## config.mk

```make
export PLATFORM = sky130hd
export DESIGN_NAME = divider_seq
export DESIGN_NICKNAME = d
export VERILOG_FILES = /design/src/rtl/divider_pkg.sv /design/src/rtl/divider_seq_div_step.sv /design/src/rtl/divider_seq.sv
export SDC_FILE = /design/constraint.sdc
export NUM_CORES = 1
export LEC_CHECK = 0
export CORE_AREA = 2 2 72 102
export CTS_CLUSTER_SIZE = 16
export DETAILED_ROUTE_END_ITERATION = 10
export DIE_AREA = 0 0 74 104
export HOLD_SLACK_MARGIN = 0.06
export PLACE_DENSITY = 0.74
export SYNTH_ARGS = -nofsm -noshare
export SYNTH_HDL_FRONTEND = slang
export SYNTH_HIERARCHICAL = 1
export SYNTH_SLANG_ARGS = --single-unit
```

## constraint.sdc

```tcl
create_clock -name clk -period 4.3 [get_ports clk]
set_clock_uncertainty 0.1 [all_clocks]
set_input_delay 0.645 -clock clk [delete_from_list [all_inputs] [get_ports clk]]
set_output_delay 0.645 -clock clk [all_outputs]
set_load 0.01 [all_outputs]
```

## src/rtl/divider_pkg.sv

```systemverilog
// Shared types and default widths for the sequential restoring divider.
package divider_pkg;

    localparam int DEFAULT_DIVIDEND_W = 16;
    localparam int DEFAULT_DIVISOR_W  = 8;

    typedef enum logic [1:0] {
        IDLE = 2'd0,
        CALC = 2'd1,
        DONE = 2'd2
    } state_t;

endpackage

```

## src/rtl/divider_seq_div_step.sv

```systemverilog
// One combinational radix-2 restoring division step: shift in a dividend bit,
// trial-subtract the divisor, keep the difference if it did not go negative.
module div_step #(
    parameter int DIVISOR_W = 8
) (
    input  logic [DIVISOR_W:0]   rem_in,
    input  logic                 dividend_bit,
    input  logic [DIVISOR_W-1:0] divisor,
    output logic [DIVISOR_W:0]   rem_out,
    output logic                 quot_bit
);

    localparam int REM_W = DIVISOR_W + 1;

    logic [DIVISOR_W+1:0] shifted;
    logic [DIVISOR_W+1:0] divisor_ext;

    // The shifted value is kept one bit wider than the remainder register so
    // the comparison sees every bit, including any carry out of the shift.
    always_comb begin
        shifted     = {rem_in, dividend_bit};
        divisor_ext = {2'b00, divisor};
        quot_bit    = (shifted >= divisor_ext);
        rem_out     = REM_W'(quot_bit ? (shifted - divisor_ext) : shifted);
    end

endmodule

```

## src/rtl/divider_seq.sv

```systemverilog
// Sequential unsigned divider: one restoring step per cycle, MSB first,
// with registered busy/done handshake and results held until the next done.
module divider_seq
    import divider_pkg::*;
#(
    parameter int DIVIDEND_W = DEFAULT_DIVIDEND_W,
    parameter int DIVISOR_W  = DEFAULT_DIVISOR_W
) (
    input  logic                  clk,
    input  logic                  rst_n,
    input  logic                  start,
    input  logic [DIVIDEND_W-1:0] op_a,
    input  logic [DIVISOR_W-1:0]  op_b,
    output logic                  busy,
    output logic                  done,
    output logic [DIVIDEND_W-1:0] quotient,
    output logic [DIVISOR_W-1:0]  remainder,
    output logic                  div_zero
);

    localparam int CNT_W = $clog2(DIVIDEND_W + 1);

    state_t                state_q,     state_d;
    logic [CNT_W-1:0]      cnt_q,       cnt_d;
    logic [DIVIDEND_W-1:0] dividend_q,  dividend_d;
    logic [DIVISOR_W-1:0]  divisor_q,   divisor_d;
    logic [DIVISOR_W:0]    rem_q,       rem_d;
    logic                  busy_q,      busy_d;
    logic                  done_q,      done_d;
    logic [DIVIDEND_W-1:0] quotient_q,  quotient_d;
    logic [DIVISOR_W-1:0]  remainder_q, remainder_d;
    logic                  div_zero_q,  div_zero_d;

    logic [DIVISOR_W:0]    step_rem;
    logic                  step_q_bit;

    div_step #(
        .DIVISOR_W (DIVISOR_W)
    ) u_step (
        .rem_in       (rem_q),
        .dividend_bit (dividend_q[DIVIDEND_W-1]),
        .divisor      (divisor_q),
        .rem_out      (step_rem),
        .quot_bit     (step_q_bit)
    );

    always_comb begin
        // NOTE: every signal gets a hold/default value first so no path through
        // the case statement leaves it unassigned and infers a latch.
        state_d     = state_q;
        cnt_d       = cnt_q;
        dividend_d  = dividend_q;
        divisor_d   = divisor_q;
        rem_d       = rem_q;
        busy_d      = 1'b0;
        done_d      = 1'b0;
        quotient_d  = quotient_q;
        remainder_d = remainder_q;
        div_zero_d  = div_zero_q;

        case (state_q)
            CALC: begin
                // The dividend register doubles as the quotient shift register.
                rem_d      = step_rem;
                dividend_d = {dividend_q[DIVIDEND_W-2:0], step_q_bit};
                cnt_d      = cnt_q + CNT_W'(1);
                if (cnt_q == CNT_W'(DIVIDEND_W - 1)) begin
                    state_d     = DONE;
                    done_d      = 1'b1;
                    quotient_d  = {dividend_q[DIVIDEND_W-2:0], step_q_bit};
                    remainder_d = step_rem[DIVISOR_W-1:0];
                    div_zero_d  = 1'b0;
                end else begin
                    busy_d = 1'b1;
                end
            end
            default: begin
                // IDLE and DONE both accept a new request; DONE otherwise falls back to IDLE.
                state_d = IDLE;
                if (start) begin
                    dividend_d = op_a;
                    divisor_d  = op_b;
                    rem_d      = '0;
                    cnt_d      = '0;
                    if (op_b == '0) begin
                        state_d     = DONE;
                        done_d      = 1'b1;
                        quotient_d  = '1;
                        remainder_d = op_a[DIVISOR_W-1:0];
                        div_zero_d  = 1'b1;
                    end else begin
                        state_d = CALC;
                        busy_d  = 1'b1;
                    end
                end
            end
        endcase
    end

    // NOTE: sequential state uses non-blocking assignments so every flop
    // samples its _d value from before the edge, independent of statement order.
    always_ff @(posedge clk or negedge rst_n) begin
        if (!rst_n) begin
            state_q     <= IDLE;
            cnt_q       <= '0;
            dividend_q  <= '0;
            divisor_q   <= '0;
            rem_q       <= '0;
            busy_q      <= 1'b0;
            done_q      <= 1'b0;
            quotient_q  <= '0;
            remainder_q <= '0;
            div_zero_q  <= 1'b0;
        end else begin
            state_q     <= state_d;
            cnt_q       <= cnt_d;
            dividend_q  <= dividend_d;
            divisor_q   <= divisor_d;
            rem_q       <= rem_d;
            busy_q      <= busy_d;
            done_q      <= done_d;
            quotient_q  <= quotient_d;
            remainder_q <= remainder_d;
            div_zero_q  <= div_zero_d;
        end
    end

    assign busy      = busy_q;
    assign done      = done_q;
    assign quotient  = quotient_q;
    assign remainder = remainder_q;
    assign div_zero  = div_zero_q;

endmodule

```

-- Word-level counts from Yosys, hierarchy flattened
Cells that the tools add are included.
- logic and storage cells: 53
- output and inout bits: 27
- register bits after elaboration: 67
- bits of input ports: 27
- order comparisons: 1
- muxes and demuxes: 31
- add/sub/neg operators: 2
- equal/unequal tests: 3
- bitwise operators: 1
- reductions and logical operators: 5
- operator list (kind ; number):
    two-way mux 16 bit ; 6
    two-way mux 8 bit ; 4
    two-way mux 9 bit ; 3
    two-way mux 1 bit ; 12
    >= comparator 10 x 8 -> 1 bit ; 1
    two-way mux 5 bit ; 2
    subtractor 9 x 8 -> 9 bit ; 1
    logical NOT 8 bit ; 1
    two-way mux 2 bit ; 4
    adder 5 x 1 -> 5 bit, second input constant ; 1
    == test 5 x 4 -> 1 bit, second input constant ; 1
    nonzero test 2 bit ; 2
    AND reduction 3 bit ; 1
    == test 2 x 1 -> 1 bit, second input constant ; 1
    != test 2 bit, second input constant ; 1
    AND reduction 2 bit ; 1
    inverter 1 bit ; 1

-- Depth between registers and ports, before layout
- depth after elaboration: 4
- mapped depth: 12
- gate-level depth less buffers: 11

-- Hierarchy
Netlist, hierarchy kept.
- by module, submodules not included (module ; seq. area each (sq um) ; area each (sq um) ; times used ; cells an instance):
    divider_seq ; 1676.6 ; 2771.4 ; 1 ; 230
    div_step ; 0.0 ; 523.0 ; 1 ; 75

-- Least setup slack after synthesis
Ideal clock, no wire load.
- path type: register to register
- start: register dividend_q[15]
- end: register remainder_q[1], in the netlist remainder[1]
- buffers on the path: 0
- period minus slack after synthesis: 2567 ps
- required time: 4077 ps
- setup time: 123 ps
- data arrival time: 2344 ps
- setup slack: 1733 ps
- stages on the path, launching flop included: 11
- cell sequence: dfrtp_1 -> inv_1 -> ha_1 -> inv_1 -> fa_1 -> nand3_1 -> a21oi_1 -> nor4b_4 -> mux2_2 -> or2_2 -> o221a_1
- word-level cells in the longest chain between the ends: 4
- elaborated cells between the ends (all ways): 5
- classes of those cells: add/sub: 1; order compare: 1; mux: 3
- RTL lines (element ; line ; source):
    start, declared ; divider_seq.sv:25 ; logic [DIVIDEND_W-1:0] dividend_q, dividend_d;
    start signal, assigned ; divider_seq.sv:117 ; dividend_q <= dividend_d;
    subtractor 9 x 8 -> 9 bit or >= comparator 10 x 8 -> 1 bit (tied branches) ; divider_seq_div_step.sv:24, divider_seq_div_step.sv:23 ;
    two-way mux 9 bit * ; divider_seq_div_step.sv:24 ; rem_out = REM_W'(quot_bit ? (shifted - divisor_ext) : shifted);
    named net step_rem[1] ; divider_seq.sv:34 ; logic [DIVISOR_W:0] step_rem;
    two-way mux 8 bit * ; divider_seq.sv:67 ; if (cnt_q == CNT_W'(DIVIDEND_W - 1)) begin
    two-way mux 8 bit * ; divider_seq.sv:61 ; case (state_q)
    end signal, assigned ; divider_seq.sv:123 ; remainder_q <= remainder_d;
    end, declared ; divider_seq.sv:31 ; logic [DIVISOR_W-1:0] remainder_q, remainder_d;
The timed path passes the listed nets; every way through them passes the cells marked *. The select of a mux whose other input is x is not followed.
A chain may end at the register's enable or synchronous reset.

-- Worst setup path after layout
Ends and elaborated chain as after synthesis.

==> summary.txt <==
outcome - complete, no violations
Max stage delay on crit path - 0.68 ns
Initial Util - 0.484
die area - 7700 um^2
largest net degree at the start of global routing - 41
Post-Layout Cell Count - 458
worst endpoint data arrival time - 3.19 ns
most common flop cell mapped by yosys - dfrtp_1
drt first pass iters - 4
Final GP Congestion - 0.784
CP Max Fanout - 14
core area - 6800 um^2
Post-synth EDFFs - 0
CP cell instances - inv_1 -> ha_1 -> inv_1 -> fa_1 -> nand3_1 -> a21oi_1 -> nor4b_4 -> mux2_2 -> or2_2 -> o221a_1
worst rel slew slack - 0.519
Setup crit end kind - flip-flop
post-route ant nets - 0
I/O pin cnt - 54
total gr overflow - 0
vias in the first global route - 2408
global-route wire length before repair - 11800 um
clock tree from TritonCTS - done
post-DR wirelength/cell - 14.9 um
Combinational Power Share - 0.481
vias per std cell - 5.30
fraction of layout cells with a size suffix above 1 - 0.124
Peak Freq - 0.327 GHz
Mapped Cells - 305
pwr dens - 797 nW/um^2
most common cell after layout, fill and taps aside - dfrtp_1
sequential share of the synthesized area - 0.509
Area Overhead vs Synth - 24.7%
most frequent cells in the layout - 67 x dfrtp_1, 52 x clkdlybuf4s50_1, 49 x nand2_1
endpoints failing setup - 0
FFs w/ async S/R, synth - 1.00
clock transition at the registers of the reported paths - 0.07 ns
critical path type - flip-flop to flip-flop
nets - 396
Via Count - 2429
biggest area consumer among synthesized cells - dfrtp_1
Mapped Area - 3290 um^2
Final Hold Vio Count - 0
leakage power - 1.83 nW
top cell type's share of synthesized area - 0.509
CTS resizes - 0
setup TNS - 0 ns
syn_nets - 343
H-tree level count - 3
Slew Viols, Final - 0
yosys warns - 6
Num CTS Buffers - 9
Worst Path Required - 4.43 ns
startpoint types - flip-flop
Clk network pwr share - 0.171
switching power total - 1.24 mW
DIE HEIGHT - 104 um
CTS Root Cell - clkbuf_8
Synth cell types - 45
worst IR drop on VDD - 0.418 mV
cell mode on critical path - inv_1
post-route DRC violation count - 0
Clock Path Buffers - 2
Sink Count - 67
Switching Fraction - 0.378
number of setup buffers added after CTS - 0
hold_buf cts - 0
HP Class - input port to async pin
initial antenna violation count - 0
Core Rows - 36
DRT iter0 DRCs - 129
placed cells - 442
all-layer global routing usage - 0.198
Reg power frac - 0.348
port bufs - 53
Worst-Skew Late Latency - 0.34 ns
Max Cap Viol - 0
CP max stage cell - nor4b_4
die width - 74 um
final WL - 6810 um
HPWL after detailed placement - 4930 um
period utilisation layout - 0.711
Worst-Margin Slew - 0.718 ns
Internal - 2.04 mW
unrepaired setup endpoints after global routing - false
Period minus WS final - 3.06 ns
Area contributors post-synth - dfrtp_1 51%, mux2i_1 6.1%, nand2_1 5.6%
synthesized area per cell - 10.8 um^2
Antenna Diode Count - 0
#FFs+latches synth - 67
==> state kept, by name, indices dropped and copies added (netlist names) <==
signal / cells
rem_q: 9
remainder: 8
cnt_q: 5
quotient: 16
div_zero: 1
busy: 1
state_q: 2
divisor_q: 8
done: 1
dividend_q: 16
==> kinds of logic after synthesis <==
family / count (synthesis) / share of synthesized area
AO/OA/AOI/OAI: 79 / 0.172
XOR/XNOR: 3 / 0.00798
adder cells (fa/ha/maj): 11 / 0.0441
buffers and inverters: 29 / 0.0403
flip-flops: 67 / 0.509
multiplexers: 30 / 0.0949
AND/OR/NAND/NOR: 86 / 0.131
==> cells in the mapped netlist, drive strengths merged, types with 2 or more instances <==
library cell / count
nand2b: 3
nor2b: 3
mux2: 10
buf: 6
dfrtp: 67
a21boi: 2
o22ai: 2
nand4: 2
and3: 2
nand3b: 2
o31ai: 2
o22a: 16
nor2: 6
xor2: 2
o21ai: 34
nand3: 3
ha: 10
nand2: 49
mux2i: 20
o221a: 8
inv: 13
nand4b: 2
or4: 3
or2: 8
clkbuf: 10
a21oi: 8
o41ai: 2
==> worst max-delay path, delay by kind of cell (launching register included) <==
kind | cells | cell delay [ns]
AND/OR/NAND/NOR | 3 | 1.12
adder cells (fa/ha/maj) | 2 | 0.55
multiplexers | 1 | 0.42
flip-flops | 1 | 0.38
AO/OA/AOI/OAI | 2 | 0.25
buffers and inverters | 2 | 0.13
==> power by group through the flow <==
stage | clock (mW) | combinational [mW] | sequential (mW)
floorplan | 0 | 1.05 | 1.15
global placement | 0 | 1.56 | 1.15
detailed placement | 0 | 1.59 | 1.15
CTS | 0.571 | 1.59 | 1.14
global route | 0.595 | 1.77 | 1.18
finish | 0.560 | 1.58 | 1.14
==> through the flow <==
stage / worst slack (ns) / util / hold WS, ns / total power [mW] / cell area, um^2
final: 1.24 / 0.604 / 0.222 / 3.28 / 4110
after global routing: 1.01 / 0.604 / 0.269 / 3.55 / 4110
after CTS: 1.24 / 0.604 / 0.239 / 3.31 / 4110
after detailed placement: 1.26 / 0.573 / 0.376 / 2.74 / 3900
after global placement: 1.31 / 0.573 / 0.369 / 2.70 / 3900
after floorplan: 1.73 / - / 0.249 / 2.20 / 3290
==> layout make-up <==
cell class	count	area, um^2
tap	95	119
timing repair buffer	58	563
clock buffer	11	131
multi-input combinational	209	1490
clock inverter	5	77.6
sequential	67	1680
fill	568	2690
inverter	13	48.8
==> path summary, 6_finish.rpt <==
kind                                   to  slack (ns)  depth (start not counted)           start
max in group asynchronous  dividend_q[15]        2.94                          2           rst_n
setup reg to reg             remainder[1]        1.24                         10  dividend_q[15]
setup / recovery             remainder[1]        1.24                         10  dividend_q[15]
min in group clk              quotient[4]        0.39                          1     quotient[4]
hold / removal               quotient[11]        0.22                          1           rst_n
hold reg to reg               quotient[4]        0.39                          1     quotient[4]
==> metal layers <==
metal | wire length (um) | GRT usage | part of all wire | up-vias
met3 | 285 | 0.0417 | 0.042 | 8
li1 | - | - | - | 1194
met5 | 0 | 0 | 0 | -
met4 | 93 | 0.0662 | 0.014 | 0
met1 | 3000 | 0.262 | 0.44 | 1169
met2 | 3440 | 0.318 | 0.50 | 58
Note: power is estimated with default switching activity, not from simulation.
